--- src/rtl/axi_ar_rr_sched.sv ---
// Read-address scheduler: round-robin AR arbitration with per-requester outstanding
// throttling, ID-prefix tagging, and combinational R routing by that prefix.
module axi_ar_rr_sched #(
  parameter int NumReq    = 4,
  parameter int IdWidth   = 4,
  parameter int AddrWidth = 32,
  parameter int DataWidth = 64,
  parameter int MaxTxns   = 8,
  localparam int SelW     = $clog2(NumReq),
  localparam int CntW     = $clog2(MaxTxns + 1)
) (
  input  logic                         clk_i,
  input  logic                         rst_i,
  input  logic [NumReq-1:0]            req_ar_valid_i,
  output logic [NumReq-1:0]            req_ar_ready_o,
  input  logic [NumReq*IdWidth-1:0]    req_ar_id_i,
  input  logic [NumReq*AddrWidth-1:0]  req_ar_addr_i,
  input  logic [NumReq*8-1:0]          req_ar_len_i,
  output logic                         mst_ar_valid_o,
  input  logic                         mst_ar_ready_i,
  output logic [IdWidth+SelW-1:0]      mst_ar_id_o,
  output logic [AddrWidth-1:0]         mst_ar_addr_o,
  output logic [7:0]                   mst_ar_len_o,
  input  logic                         mst_r_valid_i,
  output logic                         mst_r_ready_o,
  input  logic [IdWidth+SelW-1:0]      mst_r_id_i,
  input  logic [DataWidth-1:0]         mst_r_data_i,
  input  logic [1:0]                   mst_r_resp_i,
  input  logic                         mst_r_last_i,
  output logic [NumReq-1:0]            req_r_valid_o,
  input  logic [NumReq-1:0]            req_r_ready_i,
  output logic [IdWidth-1:0]           req_r_id_o,
  output logic [DataWidth-1:0]         req_r_data_o,
  output logic [1:0]                   req_r_resp_o,
  output logic                         req_r_last_o,
  output logic                         idle_o,
  output logic                         err_o
);

  typedef enum logic {ST_EMPTY, ST_FULL} ar_state_e;

  ar_state_e              state;
  logic [SelW-1:0]        ptr;
  logic [CntW-1:0]        cnt [NumReq];
  logic [IdWidth+SelW-1:0] ar_id_q;
  logic [AddrWidth-1:0]   ar_addr_q;
  logic [7:0]             ar_len_q;
  logic                   err_q;

  logic                   can_load;
  logic                   found;
  logic                   grant;
  logic [SelW-1:0]        win;
  logic [NumReq-1:0]      eligible;
  logic [IdWidth-1:0]     win_id;
  logic [AddrWidth-1:0]   win_addr;
  logic [7:0]             win_len;
  logic [SelW-1:0]        ptr_next;

  logic [SelW-1:0]        sel;
  logic                   sel_ok;
  logic                   sel_cnt_zero;
  logic                   r_ready;
  logic                   r_last_hs;
  logic                   cnt_busy;

  // Arbitration: first eligible index at or after ptr, wrapping at NumReq.
  always_comb begin
    int unsigned idx;
    can_load = (state == ST_EMPTY) || mst_ar_ready_i;
    for (int unsigned i = 0; i < NumReq; i++) begin
      eligible[i] = req_ar_valid_i[i] && (cnt[i] < CntW'(MaxTxns));
    end
    found = 1'b0;
    win   = '0;
    for (int unsigned k = 0; k < NumReq; k++) begin
      idx = {{(32-SelW){1'b0}}, ptr} + k;
      if (idx >= NumReq) idx = idx - NumReq;
      if (!found && eligible[idx]) begin
        found = 1'b1;
        win   = SelW'(idx);
      end
    end
    grant          = can_load && found;
    req_ar_ready_o = '0;
    win_id         = '0;
    win_addr       = '0;
    win_len        = '0;
    for (int unsigned i = 0; i < NumReq; i++) begin
      if (SelW'(i) == win) begin
        req_ar_ready_o[i] = grant;
        win_id            = req_ar_id_i[i*IdWidth +: IdWidth];
        win_addr          = req_ar_addr_i[i*AddrWidth +: AddrWidth];
        win_len           = req_ar_len_i[i*8 +: 8];
      end
    end
    ptr_next = (win == SelW'(NumReq - 1)) ? '0 : win + 1'b1;
  end

  // R routing; an unmatched prefix leaves ready high so the beat is dropped.
  always_comb begin
    sel           = mst_r_id_i[IdWidth+SelW-1:IdWidth];
    sel_ok        = 1'b0;
    sel_cnt_zero  = 1'b0;
    r_ready       = 1'b1;
    req_r_valid_o = '0;
    for (int unsigned i = 0; i < NumReq; i++) begin
      if (SelW'(i) == sel) begin
        sel_ok           = 1'b1;
        sel_cnt_zero     = (cnt[i] == '0);
        r_ready          = req_r_ready_i[i];
        req_r_valid_o[i] = mst_r_valid_i;
      end
    end
    r_last_hs = mst_r_valid_i && r_ready && mst_r_last_i;
    cnt_busy  = 1'b0;
    for (int unsigned i = 0; i < NumReq; i++) begin
      if (cnt[i] != '0) cnt_busy = 1'b1;
    end
  end

  always_ff @(posedge clk_i) begin
    if (rst_i) begin
      state     <= ST_EMPTY;
      ptr       <= '0;
      ar_id_q   <= '0;
      ar_addr_q <= '0;
      ar_len_q  <= '0;
      err_q     <= 1'b0;
      for (int unsigned i = 0; i < NumReq; i++) cnt[i] <= '0;
    end else begin
      if (grant) begin
        state     <= ST_FULL;
        ar_id_q   <= {win, win_id};
        ar_addr_q <= win_addr;
        ar_len_q  <= win_len;
        ptr       <= ptr_next;
      end else if (mst_ar_ready_i) begin
        state <= ST_EMPTY;
      end
      // A last beat against an empty counter is an error and does not decrement.
      for (int unsigned i = 0; i < NumReq; i++) begin
        if (grant && win == SelW'(i)) begin
          if (!(r_last_hs && sel == SelW'(i) && cnt[i] != '0)) cnt[i] <= cnt[i] + 1'b1;
        end else if (r_last_hs && sel == SelW'(i) && cnt[i] != '0) begin
          cnt[i] <= cnt[i] - 1'b1;
        end
      end
      if ((mst_r_valid_i && !sel_ok) || (r_last_hs && sel_ok && sel_cnt_zero)) err_q <= 1'b1;
    end
  end

  assign mst_ar_valid_o = (state == ST_FULL);
  assign mst_ar_id_o    = ar_id_q;
  assign mst_ar_addr_o  = ar_addr_q;
  assign mst_ar_len_o   = ar_len_q;
  assign mst_r_ready_o  = r_ready;
  assign req_r_id_o     = mst_r_id_i[IdWidth-1:0];
  assign req_r_data_o   = mst_r_data_i;
  assign req_r_resp_o   = mst_r_resp_i;
  assign req_r_last_o   = mst_r_last_i;
  assign idle_o         = (state == ST_EMPTY) && !cnt_busy;
  assign err_o          = err_q;

endmodule
--- config.mk ---
export PLATFORM = sky130hd
export DESIGN_NAME = axi_ar_rr_sched
export DESIGN_NICKNAME = d
export VERILOG_FILES = /design/src/rtl/axi_ar_rr_sched.sv
export SDC_FILE = /design/constraint.sdc
export NUM_CORES = 1
export LEC_CHECK = 0
export CORE_AREA = 4 4 147 149
export DETAILED_ROUTE_END_ITERATION = 12
export DIE_AREA = 0 0 151 153
export PLACE_DENSITY = 0.61
export SLEW_MARGIN = 10
export SYNTH_ARGS = -nofsm -noshare
export SYNTH_HDL_FRONTEND = slang
export SYNTH_SLANG_ARGS = --single-unit
export TNS_END_PERCENT = 50
--- constraint.sdc ---
create_clock -name clk_i -period 4.9 [get_ports clk_i]
set_clock_uncertainty 0.15 [all_clocks]
set_input_delay 0.49 -clock clk_i [delete_from_list [all_inputs] [get_ports clk_i]]
set_output_delay 0.49 -clock clk_i [all_outputs]
set_load 0.005 [all_outputs]
### Yosys cells after proc, flatten, opt, wreduce, memory -nomap -nowiden

Memories as Yosys holds them, arrays and structs flattened.
Index checks and enable logic that the tools add are counted.

* RAM bits: 16
* output and inout bits: 129
* bits of input ports: 261
* logic and storage cells: 201
* register bits: 50
* memories: 1

Memories
* cnt: depth 4, bits a word 4, rd ports 4, clocked after Yosys merged registers in 0, wr ports 4, RTL line 44 `logic [CntW-1:0] cnt [NumReq];`

* $add $sub $neg: 16
* mux-type cells: 101
* bitwise operators: 9
* equal/unequal tests: 12
* reductions and logical operators: 44
* magnitude comparators: 12

Operators with widths (number)
* $mux 32: 8
* $lt 32x3->1 const B: 4
* $mux 1: 68
* $mux 4: 12
* $mux 8: 4
* $logic_and 1x1->1: 26
* $add 4x1->4 const B: 4
* $logic_not 4->1: 4
* $lt 4x4->1 const B: 4
* $reduce_bool 4->1: 4
* $sub 4x1->4 const B: 4
* $sub 3x3->4 const B: 3
* $mux 2: 5
* $ge 3x3->1 const B: 3
* $bmux 1 s2: 4
* $eq 2x2->1 const A: 4
* $eq 2x2->1 const B: 4
* $or 1x1->1: 8
* $add 2x2->3 const B: 2
* $logic_not 1->1: 5
* $eq 1x2->1 const A: 2
* $eq 2x1->1 const B: 2
* $logic_not 2->1: 2
* $sub 2x3->4 const B: 1
* other kinds (6): 7

### Logic depth before layout (Yosys ltp)

Gate-level depths: netlist of run 1.

* depth in word-level cells: 21
* depth in mapped cells: 19
* mapped depth without buffers: 15

### Least setup slack after synthesis of run 1

OpenSTA, ideal clock, no wires.

* path kind: input to register
* start point: input req_ar_valid_i[3]
* end point: memory cnt[2][3] (netlist name), data pin
* data arrival time: 3.512 ns
* path slack: 0.972 ns
* stages on the path: 19
* required time: 4.484 ns
* cells stage by stage: nor2b_2 buf_6 o221ai_1 o21ai_0 o31ai_1 or2_2 ha_1 clkbuf_1 clkbuf_1 buf_1 nand2_1 nand3_1 inv_1 ha_1 a21o_1 a21oi_1 xor2_1 mux2i_1 nor2_1

RTL lines
* from (decl): RTL line 14 `input logic [NumReq-1:0] req_ar_valid_i,`
* to (decl): RTL line 44

==> flow_summary.toml, run 1 <==
[critical_path]
r2r_slack_ns = 1.23
path_class = "in -> reg"
path_cells = "clkdlybuf4s50_1 > nor2b_1 > o22ai_1 > o21ai_0 > o31ai_1 > or2_2 > ha_2 > nand2_1 > nand3_1 > inv_1 > ha_1 > a21o_1 > a21oi_1 > xor2_1 > mux2i_1 > nor2_1"
rr_endpoint = "cnt[0][3]$_SDFFCE_PN0P_"
startpoint = "req_ar_valid_i[1]"
cp.required_ns = 4.83
cp_slowest_cell = "clkdlybuf4s50_1"
setup.worst_path.end_class = "flip-flop"
arrival_ns = 3.78
cp_max_fo = 6
start_kind = "input port"
r2r_cells = 15
slowest_delay_ns = 0.47
rr_startpoint = "cnt[1][3]$_SDFFCE_PN0P_"

[yosys]
yosysTopAreaCell = "dfxtp_1"
syn_avg_cell_area_um2 = 7.82
yosysWarningCount = 0
synth_edf_count = 16
synthesis.instances = 664
synthesis.nets = 940
yosysTopAreaCellShare_pct = 19.3
synth.cell_area_um2 = 5190
synth_area_leaders = "dfxtp_1 19%, a21oi_1 13%, buf_4 10%, edfxtp_1 9.3%, o211a_1 8.1%"
ys_async_sr_fraction_pct = 0
ys.flop_type = "dfxtp_1"
synth-seq-cells = 66
synthDistinctLibCells = 48
ys_seq_area_share_pct = 28.5

[placement]
dp_hpwl_um = 13500
dp.cells = 1064
place.gp.congestion = 0.776
io_buffers = 249

[global_route]
grt_util_met1_pct = 16.9
grtUsageMet2_pct = 24.5
grt_first_pass_wirelength_um = 26700
grt_overflow = 0
grt_pass1_vias = 4935
globalRoute.busiestLayer = "met2"
grtUsageMet3_pct = 5.48
grt_usage_pct = 14.7
antenna_found_initial = 0
grt_max_degree = 91

[detailed_routing]
routed_via_density = 4.81
drtAntennaViolNets = 0
first_pass_iters = 4
drc = 0
finalWirelength_um = 18100
drt_iter0_markers = 143
wire_per_inst_um = 16.7
routed-via-count = 5198

[clocking]
cts_buffers = 9
cts_hold_buf = 0
cts_num_sinks = 66
h-tree-depth = 3
clkSlewWorstSetupHoldPaths_ns = 0.06
worst_skew_pair.late_latency_ns = 0.33
clockBufferDepth = 2
cts_root_buffer = "clkbuf_16"
ctsResizeCount = 0
cts_tree = "built"
cts_setup_buffers = 0

[layout]
antenna_cells = 0
layout.filler_cells = 2084
syn_to_final_growth_pct = 46.6
drive_gt1_share_pct = 4.57
layout.nets = 1081
fin_cells = 1080

[power_and_ir_drop]
p_per_area_nw_per_um2 = 396
p_leak_nw = 3.10
ir_drop_mv = 0.144

[floorplan]
dieArea_um2 = 23100
rows = 52
initial_core_util_pct = 25.7
ios = 390
fp.dieH_um = 153
dieWidth_um = 151
core_area_um2 = 20200

[hold_path]
hold_depth = 2
min_to = "mst_ar_id_o[5]$_SDFFE_PP0N_"
hp-class = "reg -> reg"
hold_start = "mst_ar_id_o[5]$_SDFFE_PP0N_"

[sta]
hold_violations = 0
grt_setup_unrepaired = "no"
slew_headroom_pct = 33.6
tns_ns = 0
slew_viol_final = 0
final-setup-viol-count = 0
worstMarginPinSlew_ns = 0.987
timing.final.crit_share_pct = 78.4
clock.fmax_mhz = 260
fin_crit_ns = 3.84

[job]
maxCapViolations = 0

[run_status]
status = "completed"
==> Yosys cell counts, types with 2 or more instances <==
library cell,number
nand2b_1,6
nand3_1,7
a21boi_0,3
fa_1,3
nor3b_1,5
dfxtp_1,50
o31ai_1,2
clkbuf_1,49
a21oi_1,131
o21ai_0,43
or3_1,3
nor2_1,28
nor4_1,9
a221oi_1,3
a21o_1,4
nand2_1,54
mux2i_1,6
nand3b_1,41
nor2b_1,6
a211oi_1,3
inv_1,22
buf_6,6
o211a_1,42
edfxtp_1,16
ha_1,12
xor2_1,7
o21ai_1,4
buf_4,72
nor3_1,8
==> where the power goes <==
| group | internal, mW | switching [mW] |
|---|---|---|
| logic | 0.761 | 0.802 |
| registers | 0.709 | 0.0888 |
| clock network | 0.409 | 0.247 |
| total | 1.88 | 1.14 |
==> kinds of logic after synthesis <==
family	after synthesis	share of synthesized area, %
muxes	7	1.37
adders and majority gates	15	4.05
AOI/OAI and AO/OA	245	29.7
DFF	66	28.5
buffers and inverters	150	16.9
and+or+nand+nor	174	18.2
xor gates and xnor gates	7	1.18
==> layout by cell type (no fill, tap or decap), types with 9 or more instances in the layout <==
cell type	synthesis	routed
clkdlybuf4s50_1	0	249
a21oi_1	131	131
nand2_1	54	54
dfxtp_1	50	50
o21ai_0	43	43
o211a_1	42	42
nand3b_1	41	41
nor2_1	28	28
inv_1	22	22
edfxtp_1	16	16
nor4_1	9	9
clkbuf_16	0	9
buf_4	72	9
==> per-layer routing <==
metal | up-vias | share of wire, %
met4 | 0 | 2.8
met5 | - | 0
met1 | 2375 | 41
li1 | 2576 | -
met2 | 209 | 48
met3 | 38 | 8.5
==> area by class of cell <==
class / instances / area [µm²] / share of cell area, %
tap: 270 / 338 / 4.44
sequential: 66 / 1480 / 19.5
timing repair buffer: 258 / 2560 / 33.6
clock inverter: 4 / 50.0 / 0.658
multi-input combinational: 448 / 2850 / 37.5
inverter: 22 / 82.6 / 1.09
clock buffer: 12 / 246 / 3.24
==> metrics by stage <==
step | power (mW) | util, % | hold WS, ns | instance area, µm² | worst slack, ns
6_report | 3.02 | 37.7 | 0.321 | 7610 | 1.06
5_1_grt | 3.25 | 37.7 | 0.342 | 7610 | 0.838
4_1_cts | 3.06 | 37.7 | 0.317 | 7610 | 1.03
3_5_place_dp | 2.38 | 36.3 | 0.308 | 7310 | 0.707
3_3_place_gp | 2.38 | 36.3 | 0.307 | 7310 | 0.777
2_1_floorplan | 1.79 | - | 0.303 | 5190 | 0.972
==> worst max-delay path by stage <==
stage	to	slack [ns]	cells past startpoint
final	cnt[0][3]$_SDFFCE_PN0P_	1.06	16
after detailed placement	cnt[0][3]$_SDFFCE_PN0P_	0.71	16
after floorplan	cnt[2][3]$_SDFFCE_PN0P_	0.97	19
after CTS	req_ar_ready_o[3]	1.03	7
after global routing	cnt[0][3]$_SDFFCE_PN0P_	0.84	16
after global placement	cnt[0][3]$_SDFFCE_PN0P_	0.78	16
==> critical path, delay by kind of cell <==
family                   cells  cell delay (ns)
multiplexers                 1             0.20
adder cells (fa/ha/maj)      2             0.43
buffers and inverters        2             0.60
XOR/XNOR                     1             0.20
AND/OR/NAND/NOR              5             1.03
AO/OA/AOI/OAI                5             0.81
==> state kept, by name, summed over array words and instances, names as in the netlist <==
name            flops
mst_ar_id_o         6
ptr                 2
mst_ar_valid_o      1
err_o               1
mst_ar_len_o        8
mst_ar_addr_o      32
cnt                16
No activity file was read; power rests on OpenSTA's default activity.
==> run 2, diff against run 1 <==
- PLACE_DENSITY: 0.61 -> 0.63
- clock period: 4.9 -> 3.5 ns (I/O delays scaled with it)
==> flow_summary.toml, run 2 (synthesis gave the netlist of run 1 again) <==
[floorplan]
dieWidth_um = 151
rows = 52
fp.dieH_um = 153
dieArea_um2 = 23100
ios = 390
core_area_um2 = 20200
initial_core_util_pct = 25.7

[power_and_ir_drop]
p_per_area_nw_per_um2 = 556
p_clk_share_pct = 21.0
intPower_mw = 2.73
switchingPower_mw = 1.64
power_frac_comb_pct = 53.3
power_frac_seq_pct = 25.7
p_leak_nw = 3.23
total_power_mw = 4.37
swShare_pct = 37.5
ir_drop_mv = 0.238

[critical_path]
start_kind = "flip-flop"
cp.required_ns = 3.43
rr_startpoint = "cnt[3][3]$_DFFE_PP_"
r2r_cells = 15
arrival_ns = 3.18
path_class = "reg -> reg"
r2r_slack_ns = 0.25
setup.worst_path.end_class = "flip-flop"
rr_endpoint = "cnt[0][3]$_SDFFCE_PN0P_"
cp_max_fo = 6

[layout]
drive_gt1_share_pct = 7.92
largest_register_ffs = 32
fin_cells = 1103
layout.filler_cells = 2082
most-common-layout-cells = "249 x clkdlybuf4s50_1, 130 x a21oi_1, 54 x nand2_1, 50 x dfxtp_1, 43 x o21ai_0"
regArea_um2 = 1480
fin_area_um2 = 7860
multi_input_area_um2 = 2880
layout.nets = 1104
syn_to_final_growth_pct = 51.4
antenna_cells = 0
final_common_cell = "clkdlybuf4s50_1"

[detailed_routing]
drc = 0
routed_via_density = 4.84
drtAntennaViolNets = 0
wire_per_inst_um = 17.1
finalWirelength_um = 18800
drt_iter0_markers = 213
first_pass_iters = 4
routed-via-count = 5336

[placement]
dp.cells = 1087
place.gp.congestion = 0.821
dp_hpwl_um = 14200
io_buffers = 249
postPlaceCellArea_um2 = 7530

[global_route]
grt_first_pass_wirelength_um = 28600
grt_overflow = 0
grt_pass1_vias = 5339
antenna_found_initial = 2
grt_usage_pct = 15.7
grt_max_degree = 72

[hold_path]
hold_depth = 2
hp-class = "reg -> reg"
min_to = "mst_ar_id_o[5]$_SDFFE_PP0N_"
hold_start = "mst_ar_id_o[5]$_SDFFE_PP0N_"

[clocking]
cts_buffers = 9
clkSlewWorstSetupHoldPaths_ns = 0.06
cts_root_buffer = "clkbuf_16"
worst_skew_pair.late_latency_ns = 0.33
clockBufferDepth = 2
cts_setup_buffers = 0
cts_num_sinks = 66
cts_tree = "built"
cts_hold_buf = 0
h-tree-depth = 3

[sta]
worstMarginPinSlew_ns = 0.665
fin_crit_ns = 3.25
grt_setup_unrepaired = "no"
timing.final.crit_share_pct = 92.8
clock.fmax_mhz = 308
hold_violations = 0
final-setup-viol-count = 0
slew_headroom_pct = 55.0
whs_ns = 0.324
slew_viol_final = 0

[job]
maxCapViolations = 0

[run_status]
status = "completed"
[run 2: final cells by class]
cell class	instances	share of cell area, %
clock buffers	12	3.55
multi-input cells	448	36.6
repair buffers	281	35.2
clock inverters	4	0.398
inverters	22	1.05
flip-flops and latches	66	18.9
well taps	270	4.30
[run 2: how the worst max path moves through the flow]
stage	startpoint	endpoint	slack, ns	cells past startpoint
finish	cnt[3][3]$_DFFE_PP_	cnt[0][3]$_SDFFCE_PN0P_	0.25	15
global route	cnt[3][3]$_DFFE_PP_	cnt[0][3]$_SDFFCE_PN0P_	0.02	15
CTS	cnt[3][3]$_DFFE_PP_	cnt[0][3]$_SDFFCE_PN0P_	0.22	15
detailed placement	req_ar_valid_i[1]	cnt[0][3]$_SDFFCE_PN0P_	-0.12	16
global placement	req_ar_valid_i[1]	cnt[0][3]$_SDFFCE_PN0P_	-0.07	16
floorplan	cnt[3][3]$_DFFE_PP_	cnt[1][3]$_SDFFCE_PN0P_	-0.05	19
[run 2: metrics by stage]
step	TNS, ns	utilization, %	worst slack (ns)
6_report	0	39.0	0.252
5_1_grt	0	39.0	0.0199
4_1_cts	0	38.9	0.225
3_5_place_dp	-0.192	37.4	-0.118
3_3_place_gp	-0.0785	37.4	-0.0701
2_1_floorplan	-0.0661	-	-0.0489
[run 2: metal layers]
metal  track usage (%)  vias to the layer above  wire (µm)
met3              6.04                       70       1760
li1                  -                     2627          -
met4              7.56                        4        689
met5                 0                        -         38
met2              25.4                      221       8730
met1              18.0                     2414       7630
[run 2: timing repair]
action | 4_1_cts | 5_1_grt
endpoints found under the setup margin | 0 | 2
hold endpoints to repair | 0 | 0
resized for setup | 0 | 3
[run 2: worst max-delay path: stages (launching register included)]
cell and delay, ns:
edfxtp_1 0.50, nor2b_4 0.20, o221ai_1 0.13, o21ai_0 0.08
o31ai_1 0.14, or2_4 0.27, ha_2 0.19, nand2_1 0.07
nand3_1 0.11, inv_1 0.12, ha_1 0.23, a21o_1 0.18
a21oi_1 0.16, xor2_1 0.19, mux2i_1 0.21, nor2_1 0.05
[run 2: power groups by stage]
stage / Sequential (mW) / Combinational [mW] / Clock (mW)
detailed placement: 1.14 / 2.34 / 0
finish: 1.12 / 2.33 / 0.916
global placement: 1.13 / 2.33 / 0
floorplan: 1.13 / 1.40 / 0
CTS: 1.12 / 2.36 / 0.959
global route: 1.15 / 2.58 / 0.985
==> run 3, diff against run 2 <==
- PLACE_DENSITY: 0.63 -> 0.61
- clock period: 3.5 -> 4.1 ns (I/O delays scaled with it)
==> flow_summary.toml, run 3 (synthesis gave the netlist of run 1 again) <==
[sta]
clock.fmax_mhz = 283
slew_headroom_pct = 61.9
tns_ns = 0
whs_ns = 0.305
hold_violations = 0
fin_crit_ns = 3.53
final-setup-viol-count = 0
fin_ws_ns = 0.568
grt_setup_unrepaired = "no"
worstMarginPinSlew_ns = 0.572
timing.final.crit_share_pct = 86.1
slew_viol_final = 0

[detailed_routing]
wire_per_inst_um = 16.8
dr_wl_met3_um = 1680
drc = 0
top_layer = "met4"
route.met2.wl_um = 8770
routed-via-count = 5212
drt_iter0_markers = 234
first_pass_iters = 5
routed_via_density = 4.79
drtAntennaViolNets = 0
finalWirelength_um = 18300
wl_met1_um = 7400

[layout]
antenna_cells = 0
syn_to_final_growth_pct = 48.4
fin_area_um2 = 7700
layout.nets = 1090
layout.filler_cells = 2101
drive_gt1_share_pct = 5.62
postLayoutCoreUtil_pct = 38.2
largest_register_ffs = 32
fin_cells = 1089
most-common-layout-cells = "249 x clkdlybuf4s50_1, 131 x a21oi_1, 54 x nand2_1, 50 x dfxtp_1, 43 x o21ai_0"
final_common_cell = "clkdlybuf4s50_1"

[floorplan]
ios = 390
dieWidth_um = 151
rows = 52
core_area_um2 = 20200
dieArea_um2 = 23100
initial_core_util_pct = 25.7
fp.dieH_um = 153

[hold_path]
min_to = "mst_ar_id_o[5]$_SDFFE_PP0N_"
hold_start = "mst_ar_id_o[5]$_SDFFE_PP0N_"
hold_depth = 2
hp-class = "reg -> reg"

[placement]
dp_hpwl_um = 13400
post-place-ws_ns = 0.227
postPlaceCellArea_um2 = 7390
io_buffers = 249
dp.cells = 1073
place.gp.congestion = 0.779

[critical_path]
cp_max_fo = 7
rr_endpoint = "cnt[0][3]$_SDFFCE_PN0P_"
rr_startpoint = "cnt[3][3]$_DFFE_PP_"
path_class = "in -> reg"
arrival_ns = 3.46
setup.worst_path.end_class = "flip-flop"
r2r_cells = 15
start_kind = "input port"
cp.required_ns = 4.03
r2r_slack_ns = 0.60

[clocking]
cts_buffers = 9
clkSlewWorstSetupHoldPaths_ns = 0.05
cts_hold_buf = 0
cts_num_sinks = 66
cts_tree = "built"
cts_setup_buffers = 0
clockBufferDepth = 2
h-tree-depth = 3
ctsResizeCount = 0
cts_root_buffer = "clkbuf_16"
worst_skew_pair.late_latency_ns = 0.33

[power_and_ir_drop]
p_per_area_nw_per_um2 = 481
total_power_mw = 3.70
ir_drop_mv = 0.194
p_leak_nw = 3.15

[job]
maxCapViolations = 0

[global_route]
antenna_found_initial = 0
grt_pass1_vias = 5056
grt_max_degree = 89
grt_first_pass_wirelength_um = 27400
grt_usage_pct = 15.1
grt_overflow = 0

[run_status]
status = "completed"
## run 3: final cells by class
cell class                 instances  area, µm²  area share [%]
clock buffer                      10        229            2.97
clock inverter                     6       80.1            1.04
inverter                          22       82.6            1.07
multi-input combinational        448       2850            37.0
sequential                        66       1480            19.2
tap                              270        338            4.39
timing repair buffer             267       2640            34.3
## run 3: critical path: stages
cell and delay (ns):
clkdlybuf4s50_1 0.45, nor2b_2 0.33, o221ai_1 0.17, o21ai_0 0.09, o31ai_1 0.16, or2_2 0.35, ha_2 0.20, nand2_1 0.07
nand3_1 0.12, inv_1 0.11, ha_1 0.22, a21o_1 0.17, a21oi_1 0.16, xor2_1 0.19, mux2i_1 0.20, nor2_1 0.05
## run 3: worst max path at each step
stage | from | to | slack (ns) | cells after the start
after CTS | req_ar_valid_i[3] | cnt[2][3]$_SDFFCE_PN0P_ | 0.57 | 16
final | req_ar_valid_i[3] | cnt[0][3]$_SDFFCE_PN0P_ | 0.57 | 16
after detailed placement | req_ar_valid_i[3] | cnt[2][3]$_SDFFCE_PN0P_ | 0.23 | 16
after floorplan | req_ar_valid_i[3] | cnt[2][3]$_SDFFCE_PN0P_ | 0.25 | 19
after global placement | req_ar_valid_i[3] | cnt[0][3]$_SDFFCE_PN0P_ | 0.29 | 16
after global routing | req_ar_valid_i[3] | cnt[0][3]$_SDFFCE_PN0P_ | 0.33 | 16
## run 3: metal layers
| metal | vias to the layer above | GRT usage, % |
|---|---|---|
| met1 | 2361 | 17.2 |
| met2 | 223 | 25.0 |
| met4 | 0 | 6.22 |
| met3 | 36 | 5.95 |
| li1 | 2592 | - |
| met5 | - | 0 |
## run 3: where the power goes
part           internal [mW]  switching, mW  total, mW
combinational          0.938          0.974       1.91
sequential             0.847          0.106      0.953
clock                  0.529          0.309      0.838
total                   2.31           1.39       3.70
